File: config.mk
export PLATFORM = sky130hd
export DESIGN_NAME = instr_fetch_ctrl
export DESIGN_NICKNAME = d
export VERILOG_FILES = /design/src/rtl/instr_fetch_ctrl.sv
export SDC_FILE = /design/constraint.sdc
export NUM_CORES = 1
export LEC_CHECK = 0
export BUFFER_PORTS_ARGS = -buffer_cell sky130_fd_sc_hd__buf_4
export CELL_PAD_IN_SITES_DETAIL_PLACEMENT = 1
export CELL_PAD_IN_SITES_GLOBAL_PLACEMENT = 1
export CORE_UTILIZATION = 35
export CTS_CLUSTER_DIAMETER = 80
export DETAILED_ROUTE_END_ITERATION = 12
export HOLD_SLACK_MARGIN = 0.03
export PLACE_DENSITY_LB_ADDON = 0.15
export SETUP_SLACK_MARGIN = 0.5
export SLEW_MARGIN = 20
export SYNTH_ARGS = -nofsm -noshare
export SYNTH_HDL_FRONTEND = slang
export SYNTH_SLANG_ARGS = --single-unit
export TNS_END_PERCENT = 50
File: constraint.sdc
create_clock -name clk -period 13.65 [get_ports clk]
set_input_delay 1.365 -clock clk [delete_from_list [all_inputs] [get_ports clk]]
set_output_delay 1.365 -clock clk [all_outputs]
set_load 0.01 [all_outputs]
File: src/rtl/instr_fetch_ctrl.sv
// Instruction fetch sequencer: owns the fetch PC, queues big-endian words toward decode,
// handles redirects and address faults. Define IFETCH_ALIGN_CHECK_EN to fault on misaligned PCs.
module instr_fetch_ctrl #(
  parameter logic [31:0] RESET_PC  = 32'd0,
  parameter int unsigned MEM_BYTES = 28,
  parameter int unsigned QDEPTH    = 2
) (
  input  logic        clk,
  input  logic        reset,
  input  logic        start,
  output logic [31:0] imem_addr,
  input  logic [31:0] imem_data,
  input  logic        redirect_valid,
  input  logic [31:0] redirect_pc,
  output logic        instr_valid,
  output logic [31:0] instr_data,
  output logic [31:0] instr_pc,
  input  logic        instr_ready,
  output logic        fault,
  output logic [31:0] fault_pc,
  output logic [1:0]  fault_cause,
  output logic        busy
);

  localparam int CW = $clog2(QDEPTH + 1);

  typedef enum logic [1:0] {IDLE, RUN, FAULT} state_t;

  state_t        state, state_nxt;
  logic [31:0]   fetch_pc, fetch_pc_nxt;
  logic [31:0]   q_data [QDEPTH];
  logic [31:0]   q_pc   [QDEPTH];
  logic [CW-1:0] count;
  logic [CW-1:0] wr_idx;
  logic          flush, pop, push;
  logic          misalign, range_bad, addr_bad;

  // 33-bit sum so a PC near the top of the address space cannot wrap into range
  assign range_bad = ({1'b0, fetch_pc} + 33'd3) >= 33'(MEM_BYTES);

`ifdef IFETCH_ALIGN_CHECK_EN
  assign misalign = (fetch_pc[1:0] != 2'b00);
`else
  assign misalign = 1'b0;
`endif

  assign addr_bad    = misalign || range_bad;
  assign flush       = redirect_valid && (state != IDLE);
  assign instr_valid = (count != '0);
  assign pop         = instr_valid && instr_ready && !flush;
  assign push        = (state == RUN) && !redirect_valid && !addr_bad &&
                       ((count < CW'(QDEPTH)) || pop);
  assign wr_idx      = pop ? (count - CW'(1)) : count;

  assign imem_addr  = fetch_pc;
  assign instr_data = q_data[0];
  assign instr_pc   = q_pc[0];
  assign busy       = (state == RUN);
  assign fault      = (state == FAULT);

  always_ff @(posedge clk) begin
    if (reset) begin
      state    <= IDLE;
      fetch_pc <= RESET_PC;
    end else begin
      state    <= state_nxt;
      fetch_pc <= fetch_pc_nxt;
    end
  end

  always_comb begin
    state_nxt    = state;
    fetch_pc_nxt = fetch_pc;
    case (state)
      IDLE: begin
        if (start) state_nxt = RUN;
      end
      RUN: begin
        if (redirect_valid) begin
          fetch_pc_nxt = redirect_pc;
        end else if (addr_bad) begin
          state_nxt = FAULT;
        end else if (push) begin
          fetch_pc_nxt = fetch_pc + 32'd4;
        end
      end
      FAULT: begin
        if (redirect_valid) begin
          state_nxt    = RUN;
          fetch_pc_nxt = redirect_pc;
        end
      end
      default: state_nxt = IDLE;
    endcase
  end

  always_ff @(posedge clk) begin
    if (reset) begin
      fault_pc    <= 32'd0;
      fault_cause <= 2'b00;
    end else if ((state == RUN) && !redirect_valid && addr_bad) begin
      fault_pc    <= fetch_pc;
      fault_cause <= misalign ? 2'b01 : 2'b10;
    end else if ((state == FAULT) && redirect_valid) begin
      fault_pc    <= 32'd0;
      fault_cause <= 2'b00;
    end
  end

  // Shift queue with slot 0 as head; slots are never cleared on pop/flush so the head holds its last value
  always_ff @(posedge clk) begin
    if (reset) begin
      count <= '0;
      for (int i = 0; i < QDEPTH; i++) begin
        q_data[i] <= 32'd0;
        q_pc[i]   <= 32'd0;
      end
    end else if (flush) begin
      count <= '0;
    end else begin
      if (pop) begin
        for (int i = 0; i < QDEPTH - 1; i++) begin
          if (CW'(i + 1) < count) begin
            q_data[i] <= q_data[i+1];
            q_pc[i]   <= q_pc[i+1];
          end
        end
      end
      if (push) begin
        for (int i = 0; i < QDEPTH; i++) begin
          if (CW'(i) == wr_idx) begin
            q_data[i] <= imem_data;
            q_pc[i]   <= fetch_pc;
          end
        end
      end
      if (push && !pop)      count <= count + CW'(1);
      else if (pop && !push) count <= count - CW'(1);
    end
  end

endmodule

# Word level (Yosys, flattened, before mapping)
# Memory sizes are Yosys's and may differ from the RTL's.
# Index checks and enable logic that the tools add are counted.
[word_totals] register_bits=69 ram_bits=128 input_bits=69 output_inout_bits=133 wordCells=95 memories=2
[op_classes] addsub=4 order_cmp=3 n_eq_ne=9 n_mux=40 n_bitwise=6 n_reduce_logical=26
[memory_table] name="q_data" words=2 width=32 rd=2 rd_ports_with_merged_regs=0 write_ports=2 line="31" source="logic [31:0] q_data [QDEPTH];"
[memory_table] name="q_pc" words=2 width=32 rd=2 rd_ports_with_merged_regs=0 write_ports=2 line="32" source="logic [31:0] q_pc [QDEPTH];"
[ops] cell="$mux 32" n=12
[ops] cell="$pmux 32 s2" n=1
[ops] cell="$add 32x2->33 const B" n=1
[ops] cell="$ge 33x5->1 const B" n=1
[ops] cell="$add 32x3->32 const B" n=1
[ops] cell="$mux 2" n=9
[ops] cell="$mux 1" n=17
[ops] cell="$logic_and 1x1->1" n=10
[ops] cell="$reduce_bool 2->1" n=5
[ops] cell="$reduce_and 4->1" n=2
[ops] cell="$ne 2x2->1 const B" n=3
[ops] cell="$or 1x1->1" n=6
[ops] cell="$pmux 2 s3" n=1
[ops] cell="$logic_not 1->1" n=5
[ops] cell="$logic_not 2->1" n=2
[ops] cell="$ne 3x2->1 const B" n=1
[ops] cell="$ne 3x3->1 const B" n=1
[ops] cell="$add 2x1->2 const B" n=1
[ops] cell="$eq 1x2->1 const A" n=1
[ops] cell="$eq 2x1->1 const B" n=1
[ops] cell="$eq 2x2->1 const B" n=1
[ops] cell="$lt 1x2->1 const A" n=1
[ops] cell="$lt 2x2->1 const B" n=1
[ops] cell="$ne 2x1->1 const B" n=1
[ops] cell="3 further kinds" n=3

# Depth between registers and ports, before layout
# Gate-level depths: netlist (run 1).
[depth] ltp_word=12 mapped_depth=14 depth_no_buf=14

# Worst setup path before layout (run 1)
# Ideal clock, no wire load.
[synth_path] path_kind="in2reg" from="input instr_ready" to="memory q_data[0][0], enable pin" setup_ns=0.706 arrival_ns=9.133 required_ns=12.944 setup_slack_ns=3.811 cell_stages=4 n_path_buf=0 cell_sequence="nand2_1 a21oi_1 inv_1 o311ai_0"
[synth_rtl] element="start, declared" line="18" source="input logic instr_ready,"
[synth_rtl] element="end, declared" line="31"

==> impl_metrics.ini, run 1 <==
[worst_hold_path]
hp-class = reg2reg
hold_path_startpoint = fault_cause[1]
whs_endpoint = fault_cause[1]
hold_depth = 2

[clock_network]
clkTransAtPathRegs_ps = 80
clock_path_buffers = 2
cts_tree = done
cts_hold_buf = 0
numCtsBuffers = 17
htreeDepth = 4
post-cts-setup-buffers = 0
clk_latency_ps = 450
root_buffer = clkbuf_16
cts_num_sinks = 197
cts-resized-gates = 0

[power_and_ir_drop]
p_sw_share_pct = 36.2
clkPwrFrac_pct = 29.6
power_density_nw_per_um2 = 155
comb_power_share_pct = 26.1
netSwitchingPower_w = 0.000657
p_leak_nw = 4.69
peakVddDrop_v = 0.0000929
intPower_w = 0.00116
power_frac_seq_pct = 44.3

[floorplan]
io_pins = 202
die_y_um = 170
die_area_sq_um = 28800
core-area_sq_um = 27700
initial_core_util_pct = 35.6
std_cell_rows = 61
die_width_um = 170

[routing]
ant_nets = 0
drc_errors = 0
via_count = 7557
wl_per_cell_um = 20.8
drtIter0Drc = 510
dr.pass1.iters = 5
routed_wl_um = 30200
via_per_inst = 5.20

[global_routing]
antenna_found_initial = 0
grt_max_degree = 66
gr-total-overflow = 0
first_global_vias = 7568
grt_usage_pct = 21.1
grt_pass1_wl_um = 45800

[timing]
maxSlewHeadroom_pct = 32.3
timing_hold_violations_final = 0
fin_crit_sh_pct = 38.3
rsz0062_at_grt = no
fmax_mhz = 191
finClkSkew_ps = 14.2
setup_viol = 0
tns_ps = 0
worstMarginPinSlew_ps = 1020
post-route-min-period_ps = 5230
drv_slew = 0
fin_hold_ws_ps = 465

[layout]
antenna_cells = 0
area_delta_synth_final_pct = 19.2
drive_gt1_share_pct = 24.6
final_util_pct = 42.4
nets = 1139
final_cell_count_no_fill = 1453
finalInstanceArea_sq_um = 11700

[yosys]
synth_fp_nets = 1053
netlist_area_sq_um = 9850
synthArstFlopShare_pct = 0
synthFlopType = edfxtp_1
ys_ff_latch = 197
ys_seq_area_share_pct = 53.0
yosys_warnings = 0
syn_inst = 976
synth_edf_count = 128
syn_area_per_cell_sq_um = 10.1
synth_cell_type_count = 61

[placed_design]
dp.cells = 1421
hpwl_um = 20800
numPortBuffers = 200
dpl_cell_area_sq_um = 11100
gp_congestion = 0.856

[critical_path]
cp-start-kind = register
cp-end-kind = register
r2r-end = q_pc[0][13]
crit_path_top_delay_cell = or4_4
cp_top_family = simple AND/OR/NAND/NOR gates
crit_required_ps = 13730
r2r_slack_ps = 8420
worst-setup-path-type = reg2reg
worst_r2r_path_depth = 10
crit_chain = ha_1 > nand2_1 > nor4_2 > nand3_1 > xnor2_1 > nor4b_1 > nor2_1 > or4_4 > o311ai_2 > buf_4
cp_max_fo = 65
r2r-start = imem_addr[2]
max_stage_delay_ps = 990
path_buf_inv = 1
cp_data_arrival_time_ps = 5310

[job]
maxCapViolCount = 0

[status]
status = complete, no violations
-- power groups by stage --
stage	registers, W	clock network, W	logic (W)
floorplan	0.000771	0	0.000335
global placement	0.000813	0	0.000472
detailed placement	0.000819	0	0.000481
CTS	0.000805	0.000550	0.000482
global route	0.000815	0.000572	0.000518
finish	0.000805	0.000538	0.000473
-- area by class of cell --
type                       count  area (sq um)
multi-input combinational    625          3770
tap                          378           473
fill                        3096         16000
sequential                   197          5230
timing repair buffer         210          1600
clock buffer                  17           425
inverter                      11          41.3
clock inverter                15           201
-- cell usage in the layout, fill, tap and decap left out, types with 8 or more instances in the layout --
cell type / n
and3_1: 36
ha_1: 8
buf_4: 209
nand3_1: 49
xnor2_1: 10
nor4_1: 14
nor3b_1: 15
dfxtp_1: 69
a21oi_1: 33
nand2_1: 90
inv_1: 9
nand4_1: 14
nor3_1: 34
and2_1: 62
nor2_1: 65
edfxtp_1: 128
mux2i_1: 43
clkbuf_16: 17
o22ai_1: 26
o21ai_0: 47
-- through the flow --
step                setup WS (ps)  power (W)
floorplan                    3810    0.00111
CTS                          8430    0.00184
finish                       8420    0.00182
detailed placement           8460    0.00130
global placement             8660    0.00128
global route                 7960    0.00191
-- cell families after synthesis --
group	Yosys count	synth area share, %
AOI/OAI and AO/OA	144	8.75
xor gates and xnor gates	13	1.16
adders and majority gates	8	1.02
buffers and inverters	154	9.07
DFF	197	53.0
muxes	43	4.37
other	1	0.0381
and+or+nand+nor	416	22.5
-- sequential cells by signal, summed over array words and instances (netlist names) --
| name | flops |
|---|---|
| fault_pc | 32 |
| q_data | 64 |
| count | 2 |
| state | 2 |
| q_pc | 64 |
| imem_addr | 32 |
| fault_cause | 1 |
-- metal layers --
layer	GRT usage [%]	wire (um)
met2	34.4	14300
met4	5.72	500
met5	0	0
met3	4.10	1510
met1	28.5	13800
-- how the worst max path moves through the flow --
stage,to,from,slack (ps),cells past startpoint
after floorplan,q_data[0][0],instr_ready,3810,4
after detailed placement,q_pc[0][29],imem_addr[3],8460,10
after global routing,q_pc[0][13],imem_addr[2],7960,10
after CTS,q_pc[0][13],imem_addr[13],8430,9
final,q_pc[0][13],imem_addr[2],8420,10
after global placement,q_data[0][4],imem_addr[13],8660,9
-- cell usage after synthesis (all sizes together) (2+ instances only) --
cell type / instances / share of area [%]
a31oi: 6 / 0.38
o31ai: 5 / 0.38
nor3: 34 / 1.7
a21oi: 34 / 1.7
o21bai: 2 / 0.15
inv: 10 / 0.38
edfxtp: 128 / 39
nor4b: 3 / 0.27
or4: 6 / 0.53
or3: 7 / 0.44
nor3b: 15 / 1.1
clkbuf: 59 / 2.3
and4: 6 / 0.53
o22ai: 26 / 1.7
xor2: 3 / 0.27
mux2i: 43 / 4.4
or3b: 2 / 0.18
a22oi: 3 / 0.23
nor2: 65 / 2.5
o21ai: 51 / 2.6
o21a: 2 / 0.15
ha: 8 / 1.0
nand3: 50 / 2.7
o41ai: 2 / 0.18
and3: 36 / 2.3
a41o: 2 / 0.20
nor2b: 2 / 0.13
dfxtp: 69 / 14
and2: 62 / 3.9
nor4: 15 / 1.0
a311oi: 3 / 0.27
nand4: 17 / 1.4
buf: 84 / 6.4
nand2: 90 / 3.4
or2: 4 / 0.25
xnor2: 10 / 0.89
-- worst register-to-register path: stages, from the launching register on --
cell	delay [ps]
dfxtp_1	620
ha_1	390
nand2_1	220
nor4_2	750
nand3_1	300
xnor2_1	190
nor4b_1	350
nor2_1	230
or4_4	990
o311ai_2	260
buf_4	540
Note: power is estimated with default switching activity, not from simulation.
==> run 2, diff against run 1 <==
==> constraint.sdc (replaced) <==
create_clock -name clk -period 5.1 [get_ports clk]
set_input_delay 0.51 -clock clk [delete_from_list [all_inputs] [get_ports clk]]
set_output_delay 0.51 -clock clk [all_outputs]
set_load 0.01 [all_outputs]
==> run 2 against run 1 <==
Against the previous run: die area did not move; global-route usage down 0.47 points; cell count is 0.69% higher; utilization grew 0.57 points; via count grew 1.2%.
==> impl_metrics.ini, run 2 (same netlist as run 1, synthesis figures left out) <==
[clock_network]
clkTransAtPathRegs_ps = 80
cts_num_sinks = 197
root_buffer = clkbuf_16
numCtsBuffers = 17
htreeDepth = 4
clk_latency_ps = 450
cts_hold_buf = 0
clock_path_buffers = 2
post-cts-setup-buffers = 0
cts_tree = done
cts-resized-gates = 0

[floorplan]
core-area_sq_um = 27700
initial_core_util_pct = 35.6
io_pins = 202
die_area_sq_um = 28800
die_y_um = 170
die_width_um = 170
std_cell_rows = 61

[status]
status = complete, no violations

[critical_path]
crit_path_top_delay_cell = or4_4
r2r_slack_ps = 800
max_stage_delay_ps = 660
crit_required_ps = 5190
r2r-start = imem_addr[4]
cp_max_fo = 64
cp_top_family = simple AND/OR/NAND/NOR gates
r2r-end = q_pc[0][16]
worst_r2r_path_depth = 9
cp_data_arrival_time_ps = 4400
cp_common_cell = or4_4
cp-end-kind = register
path_buf_inv = 1
cp-start-kind = register
crit_chain = nand3_4 > or4_4 > o21ai_1 > or3b_1 > a2111oi_2 > nand4_2 > or4_4 > o311ai_4 > buf_12
worst-setup-path-type = reg2reg

[worst_hold_path]
hold_depth = 2
whs_endpoint = q_data[0][61]
hp-class = in2reg
hold_path_startpoint = imem_data[29]

[timing]
fin_crit_sh_pct = 84.4
finClkSkew_ps = 20.1
setup_viol = 0
rsz0062_at_grt = no
post-route-min-period_ps = 4300
drv_slew = 0
fmax_mhz = 232
worstMarginPinSlew_ps = 1030
timing_hold_violations_final = 0
tns_ps = 0
maxSlewHeadroom_pct = 31.2

[layout]
final_cell_count_no_fill = 1463
area_delta_synth_final_pct = 20.8
n_fill_cell = 3110
final_common_cell = buf_4
layout_common_cells = buf_4, edfxtp_1, nand2_1
drive_gt1_share_pct = 26.0
nets = 1149
multi_input_area_sq_um = 3810
reg_top3 = q_data x64, q_pc x64
seq_area_sq_um = 5240
antenna_cells = 0

[placed_design]
numPortBuffers = 200
dp.cells = 1430
hpwl_um = 19700
gp_congestion = 0.848

[power_and_ir_drop]
p_leak_nw = 4.78
peakVddDrop_v = 0.000221
power_density_nw_per_um2 = 409

[routing]
dr.pass1.iters = 5
ant_nets = 0
routed_wl_um = 29700
via_count = 7645
drtIter0Drc = 471
drc_errors = 0
via_per_inst = 5.23
wl_per_cell_um = 20.3

[global_routing]
grt_max_degree = 89
grt_pass1_wl_um = 44700
antenna_found_initial = 0
gr-total-overflow = 0
first_global_vias = 7573
grt_usage_pct = 20.7

[job]
maxCapViolCount = 0
run 2: cell count changes in the layout (fill, tap and decap cells not counted), sizes merged:
cell      change
buf          +10
clkinvlp      +1
clkbuf        +1
clkinv        -2
run 2: worst max-delay path by stage:
stage | from | endpoint | slack, ps | cells after the start
detailed placement | imem_addr[4] | q_data[0][23] | 820 | 9
floorplan | imem_addr[6] | q_data[0][32] | 210 | 8
finish | imem_addr[4] | q_pc[0][16] | 800 | 9
CTS | imem_addr[4] | q_pc[0][15] | 780 | 9
global placement | imem_addr[4] | q_data[0][23] | 850 | 9
global route | imem_addr[10] | q_pc[0][17] | 570 | 9
run 2: final cells by class:
cell class,instances,share of cell area [%]
Inverter,11,0.347
Multi-Input combinational cell,625,32.1
Sequential cell,197,44.0
Clock inverter,14,1.51
Clock buffer,18,3.61
Timing Repair Buffer,220,14.5
Tap cell,378,3.98
run 2: layer usage:
| layer | routed length [um] | global-route usage (%) |
|---|---|---|
| met1 | 13800 | 27.6 |
| met5 | 0 | 0 |
| met2 | 14100 | 34.0 |
| met3 | 1260 | 3.45 |
| met4 | 488 | 6.58 |
run 2: stage by stage:
stage / area [sq um] / total power [W] / setup WS [ps] / hold slack [ps] / util, %
final: 11900 / 0.00486 / 796 / 346 / 42.9
after global routing: 11900 / 0.00509 / 572 / 337 / 42.9
after CTS: 11900 / 0.00492 / 781 / 330 / 42.8
after detailed placement: 11300 / 0.00351 / 815 / 464 / 40.6
after global placement: 11300 / 0.00349 / 845 / 457 / 40.6
after floorplan: 9930 / 0.00298 / 205 / 469 / -
run 2: report_power, final:
group / internal (W) / switching [W]
clock: 0.000708 / 0.000693
combinational: 0.000511 / 0.000810
sequential: 0.00191 / 0.000238
==> run 3, diff against run 2 <==
==> constraint.sdc (replaced) <==
create_clock -name clk -period 4.3 [get_ports clk]
set_input_delay 0.43 -clock clk [delete_from_list [all_inputs] [get_ports clk]]
set_output_delay 0.43 -clock clk [all_outputs]
set_load 0.01 [all_outputs]
==> run 3 against run 2 <==
Against the previous run: clock-buffer cell count is 1 lower; sequential power is 17% higher; clock skew hardly changed; first-iteration DRC count is 8.5% higher; via count is 1.7% higher; die area stayed put; non-clock buffer count is 29 higher; setup slack worse by 130 ps; routed wire length is 4.0% higher; largest cell class unchanged; highest routed layer unchanged.
==> impl_metrics.ini, run 3 (same netlist as run 1, synthesis figures left out) <==
[status]
status = complete, no violations

[global_routing]
grt_max_degree = 66
use_met1_pct = 29.4
grt_usage_pct = 21.6
grtUsageMet2_pct = 35.8
use_met3_pct = 3.17
first_global_vias = 7850
gr-total-overflow = 0
grt_pass1_wl_um = 47200
busiest_layer = met2
antenna_found_initial = 1

[clock_network]
cts_num_sinks = 197
clock_path_buffers = 2
cts_hold_buf = 0
clk_latency_ps = 440
clkTransAtPathRegs_ps = 90
numCtsBuffers = 17
htreeDepth = 4
root_buffer = clkbuf_16
cts_tree = done

[layout]
nets = 1178
reg_top3 = q_data x64, q_pc x64
seq_area_sq_um = 5260
drive_gt1_share_pct = 28.7
final_common_cell = buf_4
n_fill_cell = 3107
multi_input_area_sq_um = 3850
layout_common_cells = buf_4, edfxtp_1, nand2_1
area_delta_synth_final_pct = 23.7

[worst_hold_path]
whs_endpoint = q_data[0][60]
hold_path_startpoint = imem_data[28]
hold_depth = 2
hp-class = in2reg

[timing]
fmax_mhz = 275
timing_hold_violations_final = 0
rsz0062_at_grt = no
setup_viol = 0
finClkSkew_ps = 19.9
post-route-min-period_ps = 3630
maxSlewHeadroom_pct = 31.9
drv_slew = 0
setup_slack_ps = 666
fin_crit_sh_pct = 84.5
worstMarginPinSlew_ps = 1020

[routing]
via_count = 7776
drc_errors = 0
drtIter0Drc = 511
ant_nets = 0
dr.pass1.iters = 5
via_per_inst = 5.21
routed_wl_um = 30900
wl_per_cell_um = 20.7

[critical_path]
cp-start-kind = register
cp_max_fo = 28
r2r_slack_ps = 670
crit_path_top_delay_cell = or4_4
max_stage_delay_ps = 590
r2r-end = q_pc[0][5]
crit_required_ps = 4480
crit_chain = nand3_4 > or4_4 > o21ai_1 > or3b_1 > a2111oi_2 > nand4_2 > or4_4 > buf_4 > mux2i_2 > nor2_1
cp_common_cell = or4_4
cp-end-kind = register
worst_r2r_path_depth = 10
worst-setup-path-type = reg2reg
cp_data_arrival_time_ps = 3820
r2r-start = imem_addr[6]

[placed_design]
gp_congestion = 0.895
place_ws_ps = 149
numPortBuffers = 200
hpwl_um = 21400

[floorplan]
initial_core_util_pct = 35.6
die_width_um = 170
core-area_sq_um = 27700
die_area_sq_um = 28800
std_cell_rows = 61
die_y_um = 170
io_pins = 202

[power_and_ir_drop]
fin_total_pwr_w = 0.00581
peakVddDrop_v = 0.000197
power_density_nw_per_um2 = 477
p_leak_nw = 4.93

[job]
maxCapViolCount = 0
## run 3: changes by cell type in the layout (fill, tap and decap cells not counted), sizes merged
cell | previous run | this run
clkbuf | 18 | 17
diode | 0 | 1
buf | 220 | 249
bufinv | 1 | 0
clkinv | 6 | 9
clkinvlp | 1 | 0
## run 3: per-layer routing
metal / share of wire (%) / vias to the layer above
li1: - / 3708
met2: 48 / 196
met3: 4.1 / 31
met4: 1.6 / 0
met5: 0 / -
met1: 47 / 3841
## run 3: worst max-delay path by stage
stage,slack (ps),to,startpoint
floorplan,-590,q_data[0][32],imem_addr[6]
global placement,330,q_data[0][7],imem_addr[13]
detailed placement,150,q_pc[0][5],imem_addr[13]
CTS,550,q_pc[0][5],imem_addr[13]
global route,500,q_pc[0][5],imem_addr[12]
finish,670,q_pc[0][5],imem_addr[6]
## run 3: timing repair
action,in CTS,in global routing
resized for setup,1,18
setup buffers,5,4
endpoints found under the setup margin,291,201
gates cloned,0,0
pin swaps,2,2
## run 3: report_power, final
group | internal (W) | switching [W] | total [W]
clock network | 0.000786 | 0.000826 | 0.00161
logic | 0.000667 | 0.00103 | 0.00170
registers | 0.00227 | 0.000234 | 0.00250
## run 3: final cells by class
class	instances	area share (%)
Antenna cell	1	0.0205
Clock buffer	17	3.49
Clock inverter	15	1.43
Timing Repair Buffer	249	16.1
Sequential cell	197	43.1
Multi-Input combinational cell	625	31.6
Tap cell	378	3.88
Inverter	11	0.339
## run 3: worst max-delay path, delay by kind of cell (launching register included)
| kind | cells | cell delay [ps] |
|---|---|---|
| AND/OR/NAND/NOR | 6 | 1960 |
| AO/OA/AOI/OAI | 2 | 450 |
| flip-flops | 1 | 440 |
| buffers and inverters | 1 | 280 |
| multiplexers | 1 | 250 |
## run 3: metrics by stage
stage | hold WS [ps] | cells | setup TNS [ps] | instance area [sq um] | util, %
final | 273 | 1493 | 0 | 12200 | 44.0
after global routing | 254 | 1493 | 0 | 12200 | 44.0
after CTS | 259 | 1488 | 0 | 12100 | 43.7
after detailed placement | 463 | 1451 | 0 | 11500 | 41.4
after global placement | 446 | 1450 | 0 | 11400 | 41.3
after floorplan | 469 | 976 | -50680 | 9930 | -
